File: src/rtl/prime_bus_master.sv
// prime_bus_master
//   Bus initiator for the gpioemu prime-number peripheral. A request carrying N
//   is accepted on a valid/ready port. N is written to the argument register.
//   The status register is then polled until it reports N. The result register
//   is read and returned as the N-th prime on a valid/ready response port.
//
// Ports
//   clk, n_reset            clock, asynchronous active-low reset
//   req_valid/req_ready     request handshake; req_arg (10b) sampled on accept
//   resp_valid/resp_ready   response handshake; resp_data (32b), resp_err
//   busy                    high from accept until the response handshake
//   saddress/srd/swr        peripheral bus address and read/write strobes
//   sdata_out/sdata_in      peripheral write data / read data
module prime_bus_master #(
  parameter logic [15:0] A_ADDR        = 16'h0238,
  parameter logic [15:0] S_ADDR        = 16'h0250,
  parameter logic [15:0] W_ADDR        = 16'h0248,
  parameter int          STROBE_CYCLES = 2,
  parameter int          POLL_INTERVAL = 16,
  parameter int          TIMEOUT_POLLS = 1024
) (
  input  logic        clk,
  input  logic        n_reset,
  input  logic        req_valid,
  output logic        req_ready,
  input  logic [9:0]  req_arg,
  output logic        resp_valid,
  input  logic        resp_ready,
  output logic [31:0] resp_data,
  output logic        resp_err,
  output logic        busy,
  output logic [15:0] saddress,
  output logic        srd,
  output logic        swr,
  output logic [31:0] sdata_out,
  input  logic [31:0] sdata_in
);

  localparam int PW = $clog2(TIMEOUT_POLLS + 1);
  localparam int WW = $clog2(POLL_INTERVAL + 1);
  localparam int SW = $clog2(STROBE_CYCLES + 1);

  typedef enum logic [2:0] {
    ST_IDLE, ST_WR_A, ST_WAIT, ST_RD_S, ST_RD_W, ST_RESP
  } state_t;

  typedef enum logic [1:0] {
    PH_SETUP, PH_STROBE, PH_HOLD
  } phase_t;

  state_t        state_reg, state_next;
  phase_t        phase_reg, phase_next;
  logic [SW-1:0] strb_reg, strb_next;
  logic [WW-1:0] wait_reg, wait_next;
  logic [PW-1:0] poll_reg, poll_next;
  logic [9:0]    arg_reg, arg_next;
  logic [31:0]   last_s_reg, last_s_next;
  logic [31:0]   data_reg, data_next;
  logic          err_reg, err_next;

  logic          access_done;
  logic [PW-1:0] poll_inc;

  // State register (with the datapath registers that move alongside it).
  always_ff @(posedge clk or negedge n_reset) begin
    if (!n_reset) begin
      state_reg  <= ST_IDLE;
      phase_reg  <= PH_SETUP;
      strb_reg   <= '0;
      wait_reg   <= '0;
      poll_reg   <= '0;
      arg_reg    <= '0;
      last_s_reg <= '0;
      data_reg   <= '0;
      err_reg    <= 1'b0;
    end else begin
      state_reg  <= state_next;
      phase_reg  <= phase_next;
      strb_reg   <= strb_next;
      wait_reg   <= wait_next;
      poll_reg   <= poll_next;
      arg_reg    <= arg_next;
      last_s_reg <= last_s_next;
      data_reg   <= data_next;
      err_reg    <= err_next;
    end
  end

  // Poll counter saturates at the timeout value instead of wrapping.
  assign poll_inc = (poll_reg == PW'(TIMEOUT_POLLS)) ? poll_reg : poll_reg + PW'(1);

  // Next-state logic.
  always_comb begin
    state_next  = state_reg;
    phase_next  = phase_reg;
    strb_next   = strb_reg;
    wait_next   = wait_reg;
    poll_next   = poll_reg;
    arg_next    = arg_reg;
    last_s_next = last_s_reg;
    data_next   = data_reg;
    err_next    = err_reg;
    access_done = 1'b0;

    // Shared SETUP -> STROBE x N -> HOLD sequencer used by every bus access.
    if (state_reg inside {ST_WR_A, ST_RD_S, ST_RD_W}) begin
      case (phase_reg)
        PH_SETUP: begin
          phase_next = PH_STROBE;
          strb_next  = '0;
        end
        PH_STROBE: begin
          if (strb_reg == SW'(STROBE_CYCLES - 1)) phase_next = PH_HOLD;
          else                                    strb_next  = strb_reg + SW'(1);
        end
        default: begin
          phase_next  = PH_SETUP;
          access_done = 1'b1;   // read data is captured on this edge
        end
      endcase
    end

    case (state_reg)
      ST_IDLE: begin
        if (req_valid && req_ready) begin
          arg_next    = req_arg;
          poll_next   = '0;
          last_s_next = '0;
          wait_next   = '0;
          if (req_arg == 10'd0) begin
            state_next = ST_RESP;
            data_next  = '0;
            err_next   = 1'b1;
          end else begin
            state_next = ST_WR_A;
          end
        end
      end
      ST_WR_A: begin
        if (access_done) state_next = ST_WAIT;
      end
      ST_WAIT: begin
        if (wait_reg == WW'(POLL_INTERVAL - 1)) begin
          wait_next = '0;
          if (poll_reg == PW'(TIMEOUT_POLLS)) begin
            state_next = ST_RESP;
            data_next  = last_s_reg;
            err_next   = 1'b1;
          end else begin
            state_next = ST_RD_S;
          end
        end else begin
          wait_next = wait_reg + WW'(1);
        end
      end
      ST_RD_S: begin
        if (access_done) begin
          last_s_next = sdata_in;
          poll_next   = poll_inc;
          // Only the low 10 bits carry the count; S>N simply keeps polling.
          if (sdata_in[9:0] == arg_reg) begin
            if (poll_inc == PW'(TIMEOUT_POLLS)) begin
              state_next = ST_RESP;
              data_next  = sdata_in;
              err_next   = 1'b1;
            end else begin
              state_next = ST_RD_W;
            end
          end else begin
            state_next = ST_WAIT;
          end
        end
      end
      ST_RD_W: begin
        if (access_done) begin
          poll_next = poll_inc;
          // W reads 0 until the peripheral commits it, a couple of clocks after S.
          if (sdata_in != 32'd0) begin
            state_next = ST_RESP;
            data_next  = sdata_in;
            err_next   = 1'b0;
          end else begin
            state_next = ST_WAIT;
          end
        end
      end
      ST_RESP: begin
        if (resp_ready) state_next = ST_IDLE;
      end
      default: state_next = ST_IDLE;
    endcase
  end

  // Outputs decode straight from registers, so async reset drops strobes at once.
  always_comb begin
    saddress  = '0;
    sdata_out = '0;
    srd       = 1'b0;
    swr       = 1'b0;
    case (state_reg)
      ST_WR_A: begin
        saddress  = A_ADDR;
        sdata_out = {22'b0, arg_reg};
        swr       = (phase_reg == PH_STROBE);
      end
      ST_RD_S: begin
        saddress = S_ADDR;
        srd      = (phase_reg == PH_STROBE);
      end
      ST_RD_W: begin
        saddress = W_ADDR;
        srd      = (phase_reg == PH_STROBE);
      end
      default: ;
    endcase
    req_ready  = n_reset && (state_reg == ST_IDLE);
    resp_valid = (state_reg == ST_RESP);
    resp_data  = data_reg;
    resp_err   = err_reg;
    busy       = (state_reg != ST_IDLE);
  end

endmodule

File: config.mk
export PLATFORM = sky130hd
export DESIGN_NAME = prime_bus_master
export DESIGN_NICKNAME = d
export VERILOG_FILES = /design/src/rtl/prime_bus_master.sv
export SDC_FILE = /design/constraint.sdc
export NUM_CORES = 1
export LEC_CHECK = 0
export ABC_AREA = 1
export CAP_MARGIN = 20
export CORE_MARGIN = 5
export CORE_UTILIZATION = 40
export DETAILED_ROUTE_END_ITERATION = 10
export PLACE_DENSITY_LB_ADDON = 0.25
export SETUP_SLACK_MARGIN = 0.3
export SLEW_MARGIN = 20
export SYNTH_ARGS = -nofsm -noshare
export SYNTH_HDL_FRONTEND = slang
export SYNTH_SLANG_ARGS = --single-unit
File: constraint.sdc
create_clock -name clk -period 4.7 [get_ports clk]
set_input_delay 1.175 -clock clk [delete_from_list [all_inputs] [get_ports clk]]
set_output_delay 1.175 -clock clk [all_outputs]
set_load 0.02 [all_outputs]
# --- After elaboration in Yosys (flattened, before gate mapping) ---
# Cells that the tools add are included.
totals:
  ff_bits: 98
  inputBits: 46
  elab_cells: 112
classes:
  addsub: 3
  n_eq_ne: 25
  mux: 52
  n_reduce_logical: 23
op_table:
  columns: ["cell", "n"]
  rows:
  - ["$mux 32", 11]
  - ["$pmux 32 s4", 1]
  - ["$pmux 32 s2", 1]
  - ["$mux 11", 3]
  - ["$reduce_bool 32->1", 1]
  - ["$mux 3", 10]
  - ["$pmux 10 s3", 1]
  - ["$eq 11x11->1 const B", 2]
  - ["$pmux 11 s2", 1]
  - ["$ne 2x2->1 const B", 9]
  - ["$pmux 3 s6", 1]
  - ["$mux 1", 14]
  - ["$add 11x1->11 const B", 1]
  - ["$eq 10x10->1", 1]
  - ["$logic_not 10->1", 1]
  - ["$mux 10", 1]
  - ["$mux 5", 2]
  - ["$ne 2x1->1 const B", 5]
  - ["$pmux 5 s2", 1]
  - ["$reduce_and 10->1", 1]
  - ["$reduce_and 3->1", 3]
  - ["$pmux 2 s2", 2]
  - ["$reduce_bool 2->1", 4]
  - ["$eq 3x2->1 const B", 2]
  - ["16 further kinds", 24]

# --- Logic depth before layout (Yosys ltp) ---
# Gate-level depths: netlist of run 1.
logic_depth:
  ltp_word: 7
  ltp_mapped: 16
  depth_no_buf: 15

# --- Worst setup path before layout of run 1 ---
# No wires, ideal clock.
synth_timing:
  path_type: "reg2out"
  start: "register state_reg[2]"
  end: "output sdata_out[0]"
  arrival_ns: 1.549
  required_time_ns: 3.525
  path_slack_ns: 1.976
  stages_incl_launch_ff: 7
  path_cell_list: "dfrtp_1 -> inv_2 -> nand2_1 -> nor2_1 -> inv_1 -> clkbuf_1 -> nor2_1"
synth_via:
  elab_chain_cells: 2
synth_lines:
  columns: ["item", "line_no", "text"]
  rows:
  - ["start, declared", "51", "state_t state_reg, state_next;"]
  - ["start signal, assigned", "77", "state_reg <= state_next;"]
  - ["$eq 3x1->1", "200", "case (state_reg)"]
  - ["$mux 10", "200", null]
  - ["end, declared", "35", "output logic [31:0] sdata_out,"]
# No other way between the ends.

# --- Worst setup path after layout of run 1 ---
layout_timing:
  start: "register state_reg[2]"
  end: "output saddress[6]"
layout_via:
  elab_chain_cells: 2
  word_cells_on_any_way: 4
  classes_between: "eq/ne (3); mux (1)"
layout_lines:
  columns: ["item", "line_no", "text"]
  rows:
  - ["$eq 3x3->1 (tied with other cells)", "200", null]
  - ["$pmux 10 s3 (*)", "200", null]
  - ["end, declared", "32", "output logic [15:0] saddress,"]
# Mark *: on every way between the ends. The rest lies on a longest branch, timed or not.

==> results.md, run 1 <==
- Critical path launch point type: flop
- GPL Wtd Cong: around 0.86
- Multi-input gate area: ~0.0021 sq mm
- Initial drt markers: roughly 320
- H-Tree Depth: 3
- Seq/Total Area, Yosys: a little under half
- Setup violations, final: 0
- Worst EP required: 3520 ps
- Post-synthesis adder-cell area fraction: less than 1%
- Mapped Cells: ~670
- Num ports: 132
- Met3 Wirelength: approximately 800 microns
- WL met1: approximately 6000 microns
- Min Tclk post-route: ~3700 ps
- Most used DFF post-synth: dfrtp_1
- Nets: 809
- Port bufs: 98
- Initial antenna violation count: 0
- Worst-path clk slew: about 70 ps
- Area Growth Syn to Fin: 24.36%
- Sw Ratio: 41.75%
- Routed Antenna Nets: 0
- Antenna Cells: 0
- Setup CP Type: reg2out
- Post-DP HPWL: 9944 microns
- Fmax: around 270 MHz
- Clock latency on the worst-skew pair: 350 ps
- Slew @ Worst Pin: 866.6 ps
- Internal power: around 2200 uW
- Synth unique cells: 32
- Die H: ~120 microns
- Critical path capture point type: primary output
- Final setup TNS: 0 ps
- Sequential Power Share: between 30 and 40%
- Detailed Routing Iterations Pass 1: 5
- Synth Area in Compound Gates: 12.76%
- Mapped Area: between 0.005 and 0.006 sq mm
- Register Area: between 0.002 and 0.0025 sq mm
- HP Class: reg2reg
- CTS tree: built
- P_leak: 0.003211 uW
- Net load switching power: between 1500 and 2000 uW
- Post-Synth XOR/XNOR Area: roughly 2.0%
- WL per Instance: between 10 and 15 microns
- Worst Path Max Fanout: 35
- Fillcell total: between 1k and 1.5k
- DRC viols: 0
- Die Area: between 0.015 and 0.02 sq mm
- Crit share post-route: just under 80%
- YS warnings: 0
- Reg2reg path depth: 11
- Die Wd: roughly 120 microns
- Post-synth EDFFs: 0
- Post-CTS sizing: 0
- Post-synthesis mux area share: 0%
- Max layer used: met4
- Max Root-Sink Buffers: 2
- Hold Fails Final Rpt: 0
- Proportion of layout cells with a drive suffix above 1: around 4.8%
- Number of global-route vias before repair: about 4.5k
- Routed WL: 13,160 microns
- Setup WS post-layout: roughly 990 ps
- Worst Clk Skew: 7.929 ps
- Starting density of the core: just over 40%
- First-pass GRT wire length: about 22,000 microns
- Hold Crit Depth: 2
- Dpl ws: approximately 960 ps
- Outcome: completed
- Met2 WL: 6214 microns
- RSZ-0062 raised after global routing: false
- Largest family of logic cells by synthesized area: simple AND/OR/NAND/NOR gates
- Logic pwr share: 46.4%
- Number of max-cap violations: 0
- Clock share of power: approximately a fifth
- # hold bufs at CTS: 0
- FF+latch count, synth: approximately 100
- Routed vias: 4,541
- Core Area: ~0.013 sq mm
- Clock root buffer: clkbuf_16
- Synth Area in Simple Gates: between 20% and 30%
- Final Max Tran Viols: 0
- Postcts setup bufs: 0
- Asr flop ratio synth: 100.0%
- Largest net degree at the start of global routing: 53
- Syn_area_per_cell: between 7 and 8 sq um
- CTS sink cnt: 98
- Slew HR: between 40 and 50%
- Rows: 42
- PwrDens: between 500 and 600 mW/mm^2
- Num CTS Buffers: 9
- GRT Total Usage: between 15 and 20%
- CP arrival: roughly 2500 ps
- Grt total ovfl: 0
- Vias/cell: just under 5
- Max VDD drop: roughly 280 uV
synthesized netlist by cell type (2+ instances only):
master	instances	area share (%)
xor2_1	12	2.0
o31ai_1	2	0.29
nand2_2	3	0.36
clkbuf_1	11	0.78
o22ai_1	75	8.9
nor2_4	3	0.64
buf_2	9	0.86
o21ai_0	18	1.7
dfrtp_1	98	47
nand3_1	48	4.6
o21ai_1	2	0.19
inv_1	110	7.8
nor2_1	56	4.0
o21a_1	2	0.29
buf_6	3	0.64
a21oi_1	8	0.76
buf_4	36	5.1
nand2_1	138	9.8
nor3_1	6	0.57
inv_2	5	0.36
nand4_1	12	1.4
ha_1	4	0.95
critical path, cell delays in order, from the launching register on:
cell	delay [ps]
dfrtp_1	380
inv_2	80
nand2_1	150
nor2_1	150
nor2_4	710
inv_2	130
clkdlybuf4s50_1	580
final timing paths:
check / start / endpoint / slack, ps
max: state_reg[2] / saddress[6] / 990
min: resp_data[29] / resp_data[29] / 470
max reg2reg: state_reg[2] / resp_data[12] / 1670
min reg2reg: resp_data[29] / resp_data[29] / 470
max in group asynchronous: n_reset / arg_reg[0] / 2660
min in group asynchronous: n_reset / resp_data[12] / 910
cell families (layout without fill, tap and decap cells):
group,after synthesis,in the layout
AO/OA/AOI/OAI,111,111
XOR/XNOR,12,12
adder cells (fa/ha/maj),4,4
buffers and inverters,175,236
other,1,33
flip-flops,98,98
AND/OR/NAND/NOR,270,270
power groups by stage:
| stage | sequential, uW | combinational (uW) | clock [uW] |
|---|---|---|---|
| floorplan | 1310 | 1170 | 0 |
| global placement | 1250 | 1680 | 0 |
| detailed placement | 1260 | 1720 | 0 |
| CTS | 1250 | 1730 | 761 |
| global route | 1280 | 1920 | 798 |
| finish | 1250 | 1720 | 738 |
layout make-up:
cell class                 instances  share of cell area, %
tap                              176                  3.363
clock inverter                     7                  1.166
clock buffer                       9                  3.440
sequential                        98                  37.45
multi-input combinational        430                  32.18
timing repair buffer             104                  15.75
inverter                         116                  6.650
cell usage in the layout (no fill, tap or decap), types with 9 or more instances in the layout:
master           count
dfrtp_1             98
clkbuf_16            9
nand3_1             48
conb_1              33
o21ai_0             18
clkdlybuf4s50_1     97
nand4_1             12
xor2_1              12
o22ai_1             75
nand2_1            138
nor2_1              56
inv_1              110
stage by stage:
stage                     total power [uW]  hold slack (ps)  cell area, sq um  utilization (%)  cells
after floorplan                       2476            451.7              5385                -    703
after global placement                2936            455.1              6231            47.62    923
after detailed placement              2986            458.4              6231            47.62    923
after CTS                             3740            474.9              6533            49.92    939
after global routing                  3992            496.3              6548            50.04    940
final                                 3705            471.9              6548            50.04    940
metal layers:
metal	global-route usage, %	up-vias
met3	4.889	15
met2	28.28	149
met4	4.255	0
li1	-	2282
met5	0	-
met1	21.63	2095
(Power assumes the default switching activity.)
==> run 2, diff against run 1 <==
==> constraint.sdc (replaced) <==
create_clock -name clk -period 3.2 [get_ports clk]
set_input_delay 0.8 -clock clk [delete_from_list [all_inputs] [get_ports clk]]
set_output_delay 0.8 -clock clk [all_outputs]
set_load 0.02 [all_outputs]
==> results.md, run 2 (same netlist as run 1, synthesis figures left out) <==
- PwrDens: 822.7 mW/mm^2 (+45%)
- Antenna Cells: 0 (unchanged)
- First-pass GRT wire length: 21,540 microns (-1.2%)
- Initial drt markers: 196 (-38%)
- Reg2reg path depth: 12 (+1)
- Die Area: 0.01556 sq mm (unchanged)
- Outcome: completed
- DRC viols: 0 (unchanged)
- Clock share of power: 19.0% (-0.9 points)
- Detailed Routing Iterations Pass 1: 4 (-1)
- Worst EP required: 2400 ps (-1120 ps)
- Routed WL: 13,170 microns (about the same)
- Routed Antenna Nets: 0 (unchanged)
- Die H: 124.7 microns (unchanged)
- Critical path launch point type: flop
- Max Root-Sink Buffers: 2 (unchanged)
- H-Tree Depth: 3 (unchanged)
- Postcts setup bufs: 0 (unchanged)
- Max VDD drop: 314.6 uV (+11%)
- Number of global-route vias before repair: 4,439 (-0.29%)
- Logic pwr share: 47.0% (+0.6 points)
- Worst Path Max Fanout: 4 (-89%)
- Hold Fails Final Rpt: 0 (unchanged)
- Clock latency on the worst-skew pair: 350 ps (about the same)
- Grt total ovfl: 0 (unchanged)
- Worst r2r dst: resp_data[22]
- Post-DP HPWL: 9890 microns (-0.54%)
- Nets: 813 (+0.49%)
- Most frequent cells in the layout: 138 x nand2_1, 109 x inv_1, 98 x dfrtp_1
- Sequential Power Share: 34.1% (+0.4 points)
- Final Max Tran Viols: 0 (unchanged)
- Worst-path clk slew: 70 ps (about the same)
- FF-to-FF setup slack: 730 ps (-940 ps)
- Clock root buffer: clkbuf_16
- Dpl ws: 253.6 ps (-702.4 ps)
- Starting density of the core: 40.24% (unchanged)
- Routed vias: 4,510 (-0.68%)
- Sw Ratio: 42.43% (+0.69 points)
- Critical Path Sink: srd
- Fmax: 357.2 MHz
- Crit share post-route: between 80% and 90%
- Slew HR: 59.35% (+17 points)
- Slew @ Worst Pin: 609.7 ps (-256.9 ps)
- Die Wd: 124.7 microns (unchanged)
- Vias/cell: 4.778 (-1.1%)
- HP Class: in2async
- Fillcell total: 1,259 (-2.9%)
- Area Growth Syn to Fin: 24.52%
- FF-to-FF Start: poll_reg[0]
- Setup WS post-layout: 400.5 ps (-588.7 ps)
- Number of max-cap violations: 0 (unchanged)
- Critical path capture point type: primary output
- CTS sink cnt: 98 (unchanged)
- Min Tclk post-route: approximately 2800 ps
- Worst Clk Skew: 7.836 ps (-0.09282 ps)
- Port bufs: 98 (unchanged)
- Rows: 42 (unchanged)
- RSZ-0062 raised after global routing: true
- Num CTS Buffers: 9 (unchanged)
- WL per Instance: 13.95 microns (-0.33%)
- CTS tree: built
- Setup CP Type: reg2out
- GPL Wtd Cong: 0.8738 (+1.5%)
- Largest net degree at the start of global routing: 48 (-9.4%)
- Num ports: 132 (unchanged)
- Final setup TNS: 0 ps (unchanged)
- Commonest non-fill, non-tap cell in the layout: nand2_1
- Proportion of layout cells with a drive suffix above 1: 5.599% (+0.76 points)
- Net load switching power: 2289 uW (+48%)
- GRT Total Usage: 16.74% (-0.19 points)
- Setup violations, final: 0 (unchanged)
- CP startpoint: state_reg[1]
- Core Area: 0.01309 sq mm (unchanged)
- Initial antenna violation count: 0 (unchanged)
- CP arrival: 2000 ps (-540 ps)
- Internal power: 3105 uW (+44%)
- P_leak: 0.003271 uW (+1.9%)
## run 2: through the flow
stage | util (%) | power, uW | hold slack (ps) | area [sq um] | cells
2_1_floorplan | - | 3637 | 451.7 | 5385 | 703
3_3_place_gp | 48.00 | 4366 | 455.7 | 6281 | 928
3_5_place_dp | 48.00 | 4429 | 458.7 | 6281 | 928
4_1_cts | 50.05 | 5438 | 297.9 | 6549 | 944
5_1_grt | 50.11 | 5809 | 302.3 | 6556 | 944
6_report | 50.11 | 5394 | 310.9 | 6556 | 944
## run 2: final cells by class
cell class	instances	area [sq um]	area share [%]
clock buffers	11	242.7	3.702
well taps	176	220.2	3.359
clock inverters	5	37.54	0.5725
flip-flops and latches	98	2452	37.40
repair buffers	108	1051	16.03
inverters	116	435.4	6.641
multi-input cells	430	2117	32.29
## run 2: layer usage
metal  track usage [%]  up-vias  share of wire, %
met5                 0        -                 0
met4             4.900        0              0.77
met3             4.331       10               5.6
met2             27.89      121                48
met1             21.48     2091                46
li1                  -     2288                 -
## run 2: critical path, stage by stage, from the launching register on
cell and delay, ps:
dfrtp_1 470, inv_2 120, nand2_1 90, nor2_2 190, nor2_4 60, nor2_1 100
clkdlybuf4s50_1 610
## run 2: worst min-delay path by stage
stage / from / end / slack, ps / cells past startpoint
finish: n_reset / strb_reg[1] / 310 / 1
global route: n_reset / strb_reg[1] / 300 / 1
CTS: n_reset / strb_reg[1] / 300 / 1
detailed placement: resp_data[21] / resp_data[21] / 460 / 2
global placement: resp_data[17] / resp_data[17] / 460 / 2
floorplan: strb_reg[1] / strb_reg[1] / 450 / 2
## run 2: repair_timing
item	4_1_cts	5_1_grt
hold buffers	0	0
endpoints found under the setup margin	12	9
gates resized for setup	14	2
## run 2: power by group through the flow
stage / Clock [uW] / Sequential, uW / Combinational, uW
global route: 1100 / 1880 / 2830
global placement: 0 / 1850 / 2520
CTS: 1060 / 1840 / 2540
floorplan: 0 / 1920 / 1720
finish: 1020 / 1840 / 2530
detailed placement: 0 / 1860 / 2570
==> patch (config.mk and constraints of run 1) <==
Register the output `resp_err`; this adds one clock of latency there. The other outputs are not delayed to match.
--- a/src/rtl/prime_bus_master.sv
+++ b/src/rtl/prime_bus_master.sv
@@ -48,6 +48,8 @@
     PH_SETUP, PH_STROBE, PH_HOLD
   } phase_t;
 
+  logic resp_err_d;
+
   state_t        state_reg, state_next;
   phase_t        phase_reg, phase_next;
   logic [SW-1:0] strb_reg, strb_next;
@@ -216,9 +218,13 @@
     req_ready  = n_reset && (state_reg == ST_IDLE);
     resp_valid = (state_reg == ST_RESP);
     resp_data  = data_reg;
-    resp_err   = err_reg;
+    resp_err_d = err_reg;
     busy       = (state_reg != ST_IDLE);
   end
 
+  always_ff @(posedge clk) begin
+    resp_err <= resp_err_d;
+  end
+
 endmodule
 
Check against the original RTL: not equivalent (Yosys sat finds a counterexample within 4 cycles, from zero or initial values and one cycle with n_reset low).
==> patch against run 1 <==
Sequential share of layout area rose by 0.28 points. Routed wire length rose by 4.0%. Fmax rose by 0.15%. Clock skew barely moved. Cell area barely moved. Area after synthesis rose by 0.38%. Setup slack improved by 0.0055 ns. Clock power barely moved. Die area rose by 0.35%. Utilization barely moved. Power rose by 0.80%. Sequential cell count rose by 1. Critical path type unchanged. Largest power group unchanged.
==> patch: results (changes against run 1) <==
outcome=completed; Synth Warn #=0 (unchanged); maximum buffer depth of the clock tree=2 (unchanged); ant diodes=0 (unchanged); setup violators final=0 (unchanged); first drt pass iteration count=5 (unchanged); synth top area cells=dfrtp_1, nand2_1, o22ai_1; fillcell total=1,244 (-4.0%); Worst-path clk slew=0.07 ns (about the same); asr flop ratio synth=99.0% (-1.0 points); Leakage=3.21 nW (about the same); via count=4,603 (+1.4%); pin count of the biggest net entering global routing=58 (+9.4%); distinct cell type count after synthesis=33 (+3.1%); post-DP HPWL=10,200 µm (+2.2%); most instantiated cells after synthesis=nand2_1, inv_1, dfrtp_1, o22ai_1, nor2_1; Routed WL=13,700 µm (+4.0%); first-pass GRT wire length=22,400 µm (+2.6%); Pwr Density=570 nW/µm² (+0.74%); Root Buffer=clkbuf_16; crit-path max FO=35 (unchanged); share of cells above drive strength 1=4.71% (-0.14 points); initial antenna violation count=0 (unchanged); htree depth=3 (unchanged); Max VDD drop=0.211 mV (-26%); dpl ws=1.08 ns (+0.122 ns); NumNets Final=810 (+0.12%); sequential fraction of the synthesis area=46.8% (+0.20 points); CTS Hold Bufs=0 (unchanged); post-CTS setup buffers=0 (unchanged); Clock Latency Late Sink=0.35 ns (about the same); CP arrival=2.53 ns (about the same); Max Clock Skew=0.00745 ns (-0.000483 ns); TritonCTS buffer count=9 (unchanged); Initial DRC Count=295 (-6.3%); Hold Path Class=register to register; Global Route Usage Sum=17.3% (+0.38 points); CTS resizes=0 (unchanged); Tightest Pin Transition=0.856 ns (-0.0110 ns); PortBufs=98 (unchanged); vias in the first global route=4,544 (+2.1%); GP Congestion=0.856 (-0.53%)
patch: cell families (layout without fill, tap and decap cells):
kind of cell	Yosys count	count (layout)	share of synthesized area, %
other	1	33	0.0710
buffers and inverters	175	236	15.6
XOR/XNOR	12	12	1.99
flip-flops	99	99	46.8
AND/OR/NAND/NOR	270	270	21.9
AO/OA/AOI/OAI	111	111	12.7
adder cells (fa/ha/maj)	4	4	0.947
patch: area by class of cell:
| class | count | area, µm² | share of cell area, % |
|---|---|---|---|
| clock buffer | 10 | 229 | 3.50 |
| clock inverter | 6 | 63.8 | 0.974 |
| inverter | 116 | 435 | 6.65 |
| multi-input combinational | 430 | 2110 | 32.2 |
| sequential | 99 | 2470 | 37.7 |
| tap | 176 | 220 | 3.36 |
| timing repair buffer | 104 | 1020 | 15.6 |
patch: final timing paths:
check                           cells past startpoint  slack, ns            end    startpoint
worst max-delay path                                6       0.99            srd  state_reg[2]
worst min-delay path                                0       0.38       resp_err       err_reg
worst max register to register                     11       1.63  resp_data[24]  state_reg[2]
worst min register to register                      0       0.38       resp_err       err_reg
max in group asynchronous                           3       2.60   poll_reg[10]       n_reset
min in group asynchronous                           1       0.64    strb_reg[1]       n_reset
patch: per-layer routing:
layer	up-vias	global-route usage, %	routed length, µm
li1	2284	-	-
met4	0	4.78	220
met1	2160	22.4	6020
met5	-	0	0
met3	20	4.09	770
met2	139	29.3	6680
patch: metrics by stage:
step / hold slack [ns] / cells / area (µm²) / total power, mW
2_1_floorplan: 0.347 / 704 / 5410 / 2.49
3_3_place_gp: 0.360 / 925 / 6260 / 2.96
3_5_place_dp: 0.364 / 925 / 6260 / 3.02
4_1_cts: 0.381 / 941 / 6550 / 3.76
5_1_grt: 0.386 / 941 / 6550 / 4.01
6_report: 0.382 / 941 / 6550 / 3.73
patch: where the power goes:
| part | internal [mW] | switching, mW |
|---|---|---|
| combinational | 0.626 | 1.11 |
| clock | 0.413 | 0.325 |
| sequential | 1.13 | 0.137 |
patch: critical path, stage by stage, from the launching register on:
cell and delay [ns]:
dfrtp_1 0.39, inv_2 0.12, nand2_1 0.13, nor2_1 0.46
nor2_4 0.30, nor2_1 0.16, clkdlybuf4s50_1 0.62
